<file path="src/rtl/sdram_pkg.sv">
// Shared SDRAM controller definitions: command encodings,
// auto-refresh scheduler states and the debt width helper.
package sdram_pkg;

    localparam logic [3:0] NOP      = 4'b0111;
    localparam logic [3:0] P_CHARGE = 4'b0010;
    localparam logic [3:0] A_REF    = 4'b0001;

    typedef enum logic [2:0] {
        S_IDLE,
        S_PCHA,
        S_TRP,
        S_AREF,
        S_TRC,
        S_END
    } aref_state_t;

    function automatic int debt_w(input int max_debt);
        return (max_debt < 1) ? 1 : $clog2(max_debt + 1);
    endfunction

endpackage

</file>
<file path="src/rtl/sdram_ref_tick.sv">
// Refresh interval timer, debt counter, overflow flag and urgency compare.
// AREF_POSTPONE_EN enables the full debt counter; otherwise debt is a flag.
module sdram_ref_tick
    import sdram_pkg::*;
#(
    parameter int REF_INTERVAL = 1248,
    parameter int MAX_DEBT     = 8,
    parameter int URGENT_DEBT  = 6,
    parameter int DW           = debt_w(MAX_DEBT)
) (
    input  logic          sys_clk,
    input  logic          sys_rst,
    input  logic          init_end,
    input  logic          idle,
    input  logic          dec,
    output logic          tick,
    output logic          urgent,
    output logic          ovf,
    output logic [DW-1:0] debt
);

`ifdef AREF_POSTPONE_EN
    localparam bit POSTPONE = 1'b1;
`else
    localparam bit POSTPONE = 1'b0;
`endif

    localparam int EFF_MAX = POSTPONE ? MAX_DEBT : 1;
    localparam int URG_THR = POSTPONE ? URGENT_DEBT : 1;
    localparam int TW      = $clog2(REF_INTERVAL + 1);

    logic [TW-1:0] timer;
    logic          full;

    assign tick   = init_end && (timer == TW'(REF_INTERVAL - 1));
    assign full   = (debt == DW'(EFF_MAX));
    // Without postponement urgency collapses onto the plain request.
    assign urgent = (debt >= DW'(URG_THR)) && (POSTPONE || idle);

    always_ff @(posedge sys_clk) begin
        if (sys_rst || !init_end) begin
            timer <= '0;
        end else if (tick) begin
            timer <= '0;
        end else begin
            timer <= timer + TW'(1);
        end
    end

    always_ff @(posedge sys_clk) begin
        if (sys_rst) begin
            debt <= '0;
            ovf  <= 1'b0;
        end else begin
            if (tick && full) begin
                ovf <= 1'b1;
            end
            if (tick && !dec && !full) begin
                debt <= debt + DW'(1);
            end else if (dec && !tick) begin
                debt <= debt - DW'(1);
            end
        end
    end

endmodule

</file>
<file path="src/rtl/sdram_aref_sched.sv">
// Auto-refresh scheduler: PRECHARGE-ALL then bursts of AUTO REFRESH until
// the refresh debt drains. Optional AREF_POSTPONE_EN enables debt > 1.
module sdram_aref_sched
    import sdram_pkg::*;
#(
    parameter int REF_INTERVAL = 1248,
    parameter int TRP_CLK      = 2,
    parameter int TRC_CLK      = 6,
    parameter int BURST_REF    = 2,
    parameter int MAX_DEBT     = 8,
    parameter int URGENT_DEBT  = 6,
    parameter int ADDR_W       = 13,
    parameter int BA_W         = 2
) (
    input  logic                        sys_clk,
    input  logic                        sys_rst,
    input  logic                        init_end,
    input  logic                        aref_en,
    output logic                        aref_req,
    output logic                        aref_urgent,
    output logic [3:0]                  aref_cmd,
    output logic [BA_W-1:0]             aref_ba,
    output logic [ADDR_W-1:0]           aref_addr,
    output logic                        aref_end,
    output logic                        aref_busy,
    output logic [debt_w(MAX_DEBT)-1:0] aref_debt,
    output logic                        aref_ovf
);

    localparam int DW   = debt_w(MAX_DEBT);
    localparam int WMAX = (TRP_CLK > TRC_CLK) ? TRP_CLK : TRC_CLK;
    localparam int WW   = $clog2(WMAX + 1);
    localparam int RW   = $clog2(BURST_REF + 1);

    aref_state_t   state;
    logic [WW-1:0] wait_cnt;
    logic [RW-1:0] ref_cnt;
    logic          tick;
    logic          trp_done;
    logic          trc_done;
    logic          burst_last;
    logic          grp_done;
    logic          last_grp;

    assign trp_done   = (wait_cnt == WW'(TRP_CLK - 1));
    assign trc_done   = (wait_cnt == WW'(TRC_CLK - 1));
    assign burst_last = (ref_cnt == RW'(BURST_REF - 1));
    assign grp_done   = (state == S_TRC) && trc_done && burst_last;
    // A tick landing on the final decrement keeps the service going.
    assign last_grp   = (aref_debt == DW'(1)) && !tick;

    assign aref_req  = (state == S_IDLE) && (aref_debt != '0);
    assign aref_busy = (state != S_IDLE);
    assign aref_end  = (state == S_END);

    sdram_ref_tick #(
        .REF_INTERVAL(REF_INTERVAL),
        .MAX_DEBT    (MAX_DEBT),
        .URGENT_DEBT (URGENT_DEBT),
        .DW          (DW)
    ) u_tick (
        .sys_clk (sys_clk),
        .sys_rst (sys_rst),
        .init_end(init_end),
        .idle    (state == S_IDLE),
        .dec     (grp_done),
        .tick    (tick),
        .urgent  (aref_urgent),
        .ovf     (aref_ovf),
        .debt    (aref_debt)
    );

    always_ff @(posedge sys_clk) begin
        if (sys_rst) begin
            state     <= S_IDLE;
            wait_cnt  <= '0;
            ref_cnt   <= '0;
            aref_cmd  <= NOP;
            aref_ba   <= '1;
            aref_addr <= '1;
        end else begin
            aref_ba   <= '1;
            aref_addr <= '1;
            wait_cnt  <= '0;
            unique case (state)
                S_IDLE: begin
                    aref_cmd <= NOP;
                    if (aref_en && init_end && aref_debt != '0)
                        state <= S_PCHA;
                end
                S_PCHA: begin
                    aref_cmd <= P_CHARGE;
                    state    <= S_TRP;
                end
                S_TRP: begin
                    aref_cmd <= NOP;
                    if (trp_done) state <= S_AREF;
                    else wait_cnt <= wait_cnt + WW'(1);
                end
                S_AREF: begin
                    aref_cmd <= A_REF;
                    state    <= S_TRC;
                end
                S_TRC: begin
                    aref_cmd <= NOP;
                    if (!trc_done) begin
                        wait_cnt <= wait_cnt + WW'(1);
                    end else if (!burst_last) begin
                        ref_cnt <= ref_cnt + RW'(1);
                        state   <= S_AREF;
                    end else begin
                        ref_cnt <= '0;
                        state   <= last_grp ? S_END : S_AREF;
                    end
                end
                S_END: begin
                    aref_cmd <= NOP;
                    state    <= S_IDLE;
                end
                default: begin
                    aref_cmd <= NOP;
                    state    <= S_IDLE;
                end
            endcase
        end
    end

endmodule

</file>
<file path="config.mk">
export PLATFORM = sky130hd
export DESIGN_NAME = sdram_aref_sched
export DESIGN_NICKNAME = d
export VERILOG_FILES = /design/src/rtl/sdram_pkg.sv /design/src/rtl/sdram_ref_tick.sv /design/src/rtl/sdram_aref_sched.sv
export SDC_FILE = /design/constraint.sdc
export NUM_CORES = 1
export LEC_CHECK = 0
export ABC_CLOCK_PERIOD_IN_PS = 2200
export BUFFER_PORTS_ARGS = -buffer_cell sky130_fd_sc_hd__buf_2
export CAP_MARGIN = 25
export CORE_ASPECT_RATIO = 1.4
export CORE_MARGIN = 5
export CORE_UTILIZATION = 50
export CTS_CLUSTER_SIZE = 20
export DETAILED_ROUTE_END_ITERATION = 6
export PLACE_DENSITY = 0.74
export SLEW_MARGIN = 20
export SYNTH_ARGS = -nofsm -noshare
export SYNTH_HDL_FRONTEND = slang
export SYNTH_SLANG_ARGS = --single-unit
</file>
<file path="constraint.sdc">
create_clock -name sys_clk -period 2.2 [get_ports sys_clk]
set_clock_uncertainty 0.2 [all_clocks]
set_input_delay 0.11 -clock sys_clk [delete_from_list [all_inputs] [get_ports sys_clk]]
set_output_delay 0.11 -clock sys_clk [all_outputs]
set_load 0.01 [all_outputs]
</file>
==> flow_summary.toml, run 1 <==
[clock_network]
cts_tree = "yes"
clkSinkCount = 27
cts_max_level = 1
clockBufferDepth = 2
cts_resized = 0
clk_pin_slew_worst_paths_ns = 0.09
ctsRootBufferMaster = "clkbuf_8"
cts-buffers-inserted = 3
clk_latency_ns = 0.27
cts-hold-fix-buffers = 0
post-cts-setup-buffers = 0

[routing]
via_count = 1241
drtIter0Drc = 25
ant_nets = 0
via_per_inst = 5.09
wire_per_inst_um = 12.2
drc = 0
wl_um = 2970
dr.pass1.iters = 4

[logic_synthesis]
syn_area_per_cell_um2 = 8.42
seq_area_frac_synth_pct = 33.6
synth_cells = 191
yosysTopAreaCell = "dfxtp_1"
yosysWarnings = 0
ys_seq_elements = 27
ys.flop_type = "dfxtp_1"
synth_area_leaders = "dfxtp_1, buf_4, nor2_1"
yosys.cell_types.count = 47
netlist_area_um2 = 1610
synth_top_area_share_pct = 33.6
async_flop_share_pct = 0
synth_enable_flop_cells = 0

[setup_path]
worstSetupStartpointType = "register"
crit_type = "reg2reg"
r2r_cells = 5
r2r-end = "u_tick.debt[0]"
critPathArrivalTime_ns = 1.98
cp_data_required_time_ns = 2.17
cp_max_fo = 7
crit_path_end_kind = "register"
r2r_setup_slack_ns = 0.19
r2r_start = "u_tick.timer[0]"

[timing]
fin_setup_tns_ns = 0
slew_viol_final = 0
hold_viol = 0
timing.hold.ws_ns = 0.0195
grt_setup_unrepaired = "false"
fmax_mhz = 498
setup_viol_count_final = 0
period_needed_ns = 2.01
post-route-period-util_pct = 91.3

[final_layout]
layoutNonFillerInstCount = 244
area_growth_pct = 6.45
drive_above_1_share_pct = 16.6
finalNetCount = 215
final_common_cell = "dfxtp_1"
final_area_um2 = 1710
diodes = 0
layout_common_cells = "dfxtp_1, nor2_1, conb_1"

[outcome]
status = "finished clean"

[placed_design]
gp_congestion = 0.806
dp_cells = 240
port_buffers = 15
dpl_cell_area_um2 = 1660
post-dp-hpwl_um = 2270

[floorplan]
core-area_um2 = 3120
die_w_um = 57.9
ios = 32
die_y_um = 77.1
initial_core_util_pct = 51.5
dieArea_um2 = 4470
placementRows = 24

[global_routing]
antenna_found_initial = 0
grt_pass1_vias = 1156
grt_pass1_wl_um = 4930
grt_use_total_pct = 13.5
grt_max_degree = 20
grt_overflow = 0

[min_path]
holdCritStartpoint = "sys_rst"
hold_path_class = "in2reg"
worstHoldEndpoint = "u_tick.ovf"
whs_path_depth = 2

[job]
cap_violations = 0

[power_and_ir_drop]
ir_drop_v = 0.000335
pwr_density_cell_nw_per_um2 = 468
power_leakage_nw = 0.696
==> metal layers <==
layer | global-route usage [%] | vias to the layer above | wire, um
met5 | 0 | - | 0
met4 | 4.87 | 0 | 44
met3 | 2.18 | 4 | 106
met2 | 23.1 | 19 | 1490
met1 | 16.6 | 570 | 1330
li1 | - | 648 | -
==> where the power goes <==
part           total (mW)  internal (mW)  switching (mW)
Sequential          0.491          0.490         0.00138
Combinational      0.0288        0.00490          0.0239
Clock               0.281          0.127           0.154
Total               0.801          0.622           0.179
==> registers in the layout, indices dropped and copies added (netlist names) <==
signal        cells
aref_cmd          3
u_tick.ovf        1
u_tick.debt       4
wait_cnt          3
state             3
u_tick.timer     11
ref_cnt           2
==> final cells by class <==
class / instances / area [um^2]
fill: 317 / 1410
multi-input combinational: 142 / 908
sequential: 27 / 541
timing repair buffer: 23 / 135
tap: 39 / 48.8
clock buffer: 3 / 41.3
inverter: 9 / 33.8
clock inverter: 1 / 5.00
==> cell usage after synthesis (3+ instances only) <==
| cell | count |
|---|---|
| nand3_1 | 7 |
| ha_1 | 5 |
| nand4bb_1 | 3 |
| o21ai_0 | 3 |
| xor2_1 | 9 |
| inv_1 | 9 |
| mux2_1 | 3 |
| buf_2 | 3 |
| nor3b_1 | 3 |
| a31oi_1 | 4 |
| buf_4 | 16 |
| nand3b_1 | 4 |
| clkbuf_1 | 5 |
| a21oi_1 | 7 |
| nand2_1 | 9 |
| nor3_1 | 4 |
| nand4_1 | 3 |
| nor2_1 | 26 |
| dfxtp_1 | 27 |
| mux2i_1 | 4 |
| nor2b_1 | 4 |
==> worst max-delay path, cell delays in order, from the launching register on <==
cell	delay (ns)
dfxtp_1	0.37
ha_1	0.22
and4_4	0.26
and4_4	0.29
mux2i_1	0.22
mux2_1	0.34
==> worst max-delay path by stage <==
stage / slack [ns] / cells after the start / start / endpoint
floorplan: 0.26 / 6 / u_tick.timer[0] / u_tick.debt[0]
global placement: 0.13 / 5 / u_tick.timer[0] / u_tick.debt[2]
detailed placement: 0.07 / 5 / u_tick.timer[0] / u_tick.debt[2]
CTS: 0.05 / 5 / u_tick.timer[0] / u_tick.debt[2]
global route: 0.05 / 5 / u_tick.timer[0] / u_tick.debt[2]
finish: 0.19 / 5 / u_tick.timer[0] / u_tick.debt[0]
==> per-stage QoR <==
stage / total power [mW] / setup slack (ns) / utilization [%]
after floorplan: 0.547 / 0.261 / -
after global placement: 0.530 / 0.130 / 53.3
after detailed placement: 0.531 / 0.0684 / 53.3
after CTS: 0.807 / 0.0526 / 54.8
after global routing: 0.827 / 0.0453 / 54.8
final: 0.801 / 0.191 / 54.8
==> logic make-up (layout without fill, tap and decap cells) <==
group | count (synthesis) | count (layout) | synth area share [%]
AO/OA/AOI/OAI | 24 | 24 | 9.80
AND/OR/NAND/NOR | 80 | 80 | 28.8
flip-flops | 27 | 27 | 33.6
XOR/XNOR | 10 | 10 | 5.44
adder cells (fa/ha/maj) | 5 | 5 | 3.89
multiplexers | 7 | 7 | 4.59
other | 2 | 16 | 0.467
buffers and inverters | 36 | 36 | 13.4
Power figures use the tool's default switching activity.
==> run 2: changes to the inputs <==
- SETUP_SLACK_MARGIN: default -> 0.2
==> run 2 against run 1 <==
- non-clock buffer count grew 1
- cell area grew 2.1%
- global-route usage grew 0.30 points
- first-iteration DRC count shrank 4.0%
- power grew 0.39%
==> flow_summary.toml, run 2 (same netlist as run 1, synthesis figures left out) <==
[floorplan]
core-area_um2 = 3120
dieArea_um2 = 4470
placementRows = 24
initial_core_util_pct = 51.5
die_w_um = 57.9
ios = 32
die_y_um = 77.1

[final_layout]
largest_reg_flops = 11
finalNetCount = 216
postLayoutCoreUtil_pct = 56.0
fillCellCount = 312
area_growth_pct = 8.71
top_register = "u_tick.timer"
final_common_cell = "nor2_1"
diodes = 0
layoutNonFillerInstCount = 245
layout_common_cells = "nor2_1, dfxtp_1, conb_1"
biggestRegsByFlops = "u_tick.timer: 11 flops, u_tick.debt: 4 flops"
drive_above_1_share_pct = 19.9

[timing]
fin_setup_tns_ns = 0
hold_viol = 0
period_needed_ns = 1.93
post-route-period-util_pct = 88.0
fmax_mhz = 517
setup_viol_count_final = 0
slew_viol_final = 0
worst_slack_ns = 0.265
grt_setup_unrepaired = "true"

[global_routing]
antenna_found_initial = 0
grt_use_total_pct = 13.8
grt_pass1_wl_um = 5030
grt_pass1_vias = 1192
grt_max_degree = 20
grt_overflow = 0

[setup_path]
cpLargestDelayFamily = "multiplexers"
critPathSlowestCell = "dfxtp_1"
crit_path_end_kind = "register"
worstSetupStartpointType = "register"
critPathArrivalTime_ns = 1.90
endpoint = "u_tick.debt[2]"
cp_data_required_time_ns = 2.17
r2r-end = "u_tick.debt[2]"
r2r_start = "u_tick.debt[1]"
r2r_cells = 7
critical_path_depth = 7
crit_path_start = "u_tick.debt[1]"
r2r_setup_slack_ns = 0.27
crit_type = "reg2reg"
max_stage_delay_ns = 0.37
crit_chain = "inv_1 -> ha_1 -> nor3b_1 -> buf_4 -> a311oi_2 -> mux2i_1 -> mux2_1"
crit_buf_inv = 2
cp_max_fo = 4

[placed_design]
dp_cells = 240
post-dp-hpwl_um = 2270
gp_congestion = 0.806
port_buffers = 15
dp_slack_ns = 0.0684

[routing]
wire_per_inst_um = 12.2
via_count = 1254
wl_um = 3000
dr.pass1.iters = 4
via_per_inst = 5.12
ant_nets = 0
drtIter0Drc = 24
drc = 0

[job]
cap_violations = 0

[power_and_ir_drop]
pwr_density_cell_nw_per_um2 = 460
power_leakage_nw = 0.703
ir_drop_v = 0.000336
p_total_mw = 0.804

[clock_network]
clockBufferDepth = 2
cts_tree = "yes"
clk_latency_ns = 0.27
cts_max_level = 1
cts-buffers-inserted = 3
clk_pin_slew_worst_paths_ns = 0.09
cts-hold-fix-buffers = 0
ctsRootBufferMaster = "clkbuf_8"
clkSinkCount = 27

[outcome]
status = "finished clean"

[min_path]
hold_path_class = "in2reg"
-- run 2: timing repair --
| item | in CTS | in global routing |
|---|---|---|
| setup buffers | 0 | 1 |
| pin swaps | 0 | 1 |
| endpoints found under the setup margin | 5 | 5 |
| gates resized for setup | 4 | 5 |
-- run 2: worst reg2reg max path: cells and delay by family (launching register included) --
| kind | cells | cell delay, ns |
|---|---|---|
| AO/OA/AOI/OAI | 1 | 0.23 |
| adder cells (fa/ha/maj) | 1 | 0.20 |
| buffers and inverters | 2 | 0.24 |
| flip-flops | 1 | 0.37 |
| multiplexers | 2 | 0.43 |
| AND/OR/NAND/NOR | 1 | 0.15 |
-- run 2: area by class of cell --
class | count | area, um^2 | share of cell area [%]
tap | 39 | 48.8 | 2.79
timing repair buffer | 24 | 143 | 8.15
inverter | 9 | 33.8 | 1.93
clock inverter | 1 | 5.00 | 0.286
multi-input combinational | 142 | 933 | 53.4
sequential | 27 | 544 | 31.1
clock buffer | 3 | 41.3 | 2.36
-- run 2: power by group --
| part | switching [mW] | internal (mW) |
|---|---|---|
| Combinational | 0.0239 | 0.00550 |
| Sequential | 0.00228 | 0.490 |
| Clock | 0.155 | 0.127 |
| Total | 0.181 | 0.623 |
-- run 2: layer usage --
metal | GRT usage (%) | wire (um) | share of wire, %
met3 | 2.18 | 106 | 3.5
met1 | 16.4 | 1360 | 45
met4 | 5.34 | 44 | 1.5
met2 | 24.1 | 1490 | 50
met5 | 0 | 0 | 0
-- run 2: through the flow --
step	hold WS [ns]	cell area, um^2
floorplan	0.0790	1660
global placement	0.236	1660
detailed placement	0.243	1660
CTS	0.0159	1720
global route	0.0228	1750
finish	0.0156	1750
-- run 2: how the worst min path moves through the flow --
stage	startpoint	endpoint	slack, ns	depth (start not counted)
2_1_floorplan	init_end	u_tick.timer[10]	0.08	2
6_report	sys_rst	u_tick.ovf	0.02	2
3_5_place_dp	ref_cnt[1]	ref_cnt[1]	0.24	2
5_1_grt	sys_rst	u_tick.ovf	0.02	2
3_3_place_gp	ref_cnt[1]	ref_cnt[1]	0.24	2
4_1_cts	sys_rst	u_tick.ovf	0.02	2
==> run 3: changes to the inputs <==
- CAP_MARGIN: 25 -> 40
- CORE_UTILIZATION: 50 -> 39
- PLACE_DENSITY: 0.74 -> default
- SYNTH_HIERARCHICAL: default -> 1
==> run 3 against run 2 <==
- fmax is 2.0% higher
- clock-buffer cell count is 1 higher
- final cell count increased by 1.6%
- sequential cell count did not move
- worst setup slack improved by 0.039 ns
- area after synthesis fell by 0.86%
- die area is 23% higher
- highest routed layer unchanged
==> flow_summary.toml, run 3 <==
[outcome]
status = "finished clean"

[routing]
drtIter0Drc = 36
via_per_inst = 5.06
dr_wl_met2_um = 1490
ant_nets = 0
via_count = 1260
dr.pass1.iters = 4
wl_met3_um = 105
wire_per_inst_um = 12.3
drc = 0
dr.max_layer_used = "met4"
wl_um = 3060
wl_met1_um = 1420

[placed_design]
post-dp-hpwl_um = 2280
gp_congestion = 0.769
dp_cells = 243
port_buffers = 15

[clock_network]
clkSinkCount = 27
cts_max_level = 1
clk_latency_ns = 0.27
cts-buffers-inserted = 3
cts_tree = "yes"
clockBufferDepth = 2
clk_pin_slew_worst_paths_ns = 0.09
ctsRootBufferMaster = "clkbuf_8"

[final_layout]
drive_above_1_share_pct = 21.4
biggestRegsByFlops = "u_tick/timer: 11 flops, u_tick/debt: 4 flops"
finalNetCount = 215
largest_reg_flops = 11
layoutNonFillerInstCount = 249
final_common_cell = "dfxtp_1"
area_growth_pct = 9.80
layout_common_cells = "dfxtp_1, nor2_1, conb_1"
top_register = "u_tick/timer"
diodes = 0

[timing]
hold_viol = 0
grt_setup_unrepaired = "false"
timing.hold.ws_ns = 0.0602
setup_viol_count_final = 0
slew_viol_final = 0
post-route-period-util_pct = 86.2
fin_setup_tns_ns = 0
period_needed_ns = 1.90
fmax_mhz = 527

[job]
cap_violations = 0

[logic_synthesis]
synth.most_common_cell = "dfxtp_1"
seq_area_frac_synth_pct = 33.9
synth_cells = 186
syn_area_per_cell_um2 = 8.58
yosysTopAreaCell = "dfxtp_1"
netlist_top_cells_count = "dfxtp_1, nor2_1, buf_4"
yosys.cell_types.count = 46
ys.flop_type = "dfxtp_1"
netlist_area_um2 = 1600
synth_top_area_share_pct = 33.9
synth_area_leaders = "dfxtp_1, buf_4, nor2_1"
yosysWarnings = 6
async_flop_share_pct = 0
synth_enable_flop_cells = 0
ys_seq_elements = 27

[setup_path]
crit_buf_inv = 4
crit_path_end_kind = "primary output"
critPathArrivalTime_ns = 1.59
crit_chain = "buf_4 -> inv_1 -> ha_2 -> inv_1 -> o41a_1 -> buf_2"
r2r_start = "u_tick/timer[0]"
crit_type = "reg2out"
worstSetupStartpointType = "register"
crit_top_cell = "inv_1"
cp_max_fo = 10
cpLargestDelayFamily = "buffers and inverters"
critPathSlowestCell = "o41a_1"
cp_data_required_time_ns = 1.89
max_stage_delay_ns = 0.35
crit_path_start = "u_tick/debt[0]"

[floorplan]
placementRows = 27
die_w_um = 64.1
ios = 32
initial_core_util_pct = 40.4
core-area_um2 = 3950
dieArea_um2 = 5490
die_y_um = 85.7

[global_routing]
grt_overflow = 0
grt_pass1_wl_um = 5010
grt_pass1_vias = 1171
antenna_found_initial = 0
grt_max_degree = 19
grt_use_total_pct = 11.0

[min_path]
holdCritStartpoint = "init_end"
hold_path_class = "in2reg"

[power_and_ir_drop]
power_leakage_nw = 0.692
pwr_density_cell_nw_per_um2 = 574
ir_drop_v = 0.000317
## run 3: changes by cell type after synthesis, moves of 3 or more
cell and change:
a21oi_1 -4, nor3_1 +3, clkbuf_1 -3, mux2_1 -3
mux2i_1 -4, o21ai_0 +3, inv_1 -3, nand3_1 +3
nor2_1 -3, o311ai_0 +3, nand2b_1 +4, xnor2_1 +4
nand4bb_1 -3
## run 3: cell type report
type | instances | area [um^2]
Inverter | 7 | 27.5
Tap cell | 43 | 53.8
Sequential cell | 27 | 543
Timing Repair Buffer | 25 | 153
Fill cell | 414 | 2200
Multi-Input combinational cell | 143 | 930
Clock buffer | 4 | 45.0
## run 3: where the power goes
group / total [mW] / switching, mW / internal [mW]
logic: 0.187 / 0.104 / 0.0824
clock network: 0.284 / 0.155 / 0.130
registers: 0.535 / 0.0242 / 0.511
total: 1.01 / 0.283 / 0.723
## run 3: cells by family after synthesis
| group | after synthesis | synth area share [%] |
|---|---|---|
| simple gates | 90 | 34.7 |
| buf+inv | 30 | 12.2 |
| flops | 27 | 33.9 |
| compound gates | 21 | 9.02 |
| xor+xnor | 12 | 6.59 |
| fa+ha+maj | 4 | 3.14 |
| other cells | 2 | 0.471 |
## run 3: final timing paths
kind	endpoint	slack, ns	depth (start not counted)
setup / recovery	aref_urgent	0.30	6
hold / removal	u_tick/debt[1]	0.06	4
setup reg to reg	state[1]	0.31	7
hold reg to reg	u_tick/timer[0]	0.24	1
## run 3: tightest hold or removal path: stages
cell and delay [ns]:
buf_2 0.14, nand4_1 0.07, or4b_1 0.09, a31oi_1 0.07
## run 3: stage by stage
stage,area (um^2),power (mW),utilization (%),setup slack [ns]
3_5_place_dp,1670,0.731,42.2,0.146
3_3_place_gp,1670,0.732,42.2,0.188
6_report,1750,1.01,44.3,0.304
4_1_cts,1730,1.02,43.7,0.233
2_1_floorplan,1650,0.714,-,0.229
5_1_grt,1750,1.06,44.3,0.208
## run 3: layer usage
layer | up-vias | track usage [%]
li1 | 658 | -
met1 | 581 | 13.9
met2 | 17 | 17.8
met3 | 4 | 2.10
met4 | 0 | 5.10
met5 | - | 0
## run 3: what timing repair did
action | CTS | global route
setup buffers | 0 | 1
hold buffers | 1 | 0
setup endpoints to repair | 2 | 16
gates resized for setup | 1 | 7
hold endpoints to repair | 2 | 0
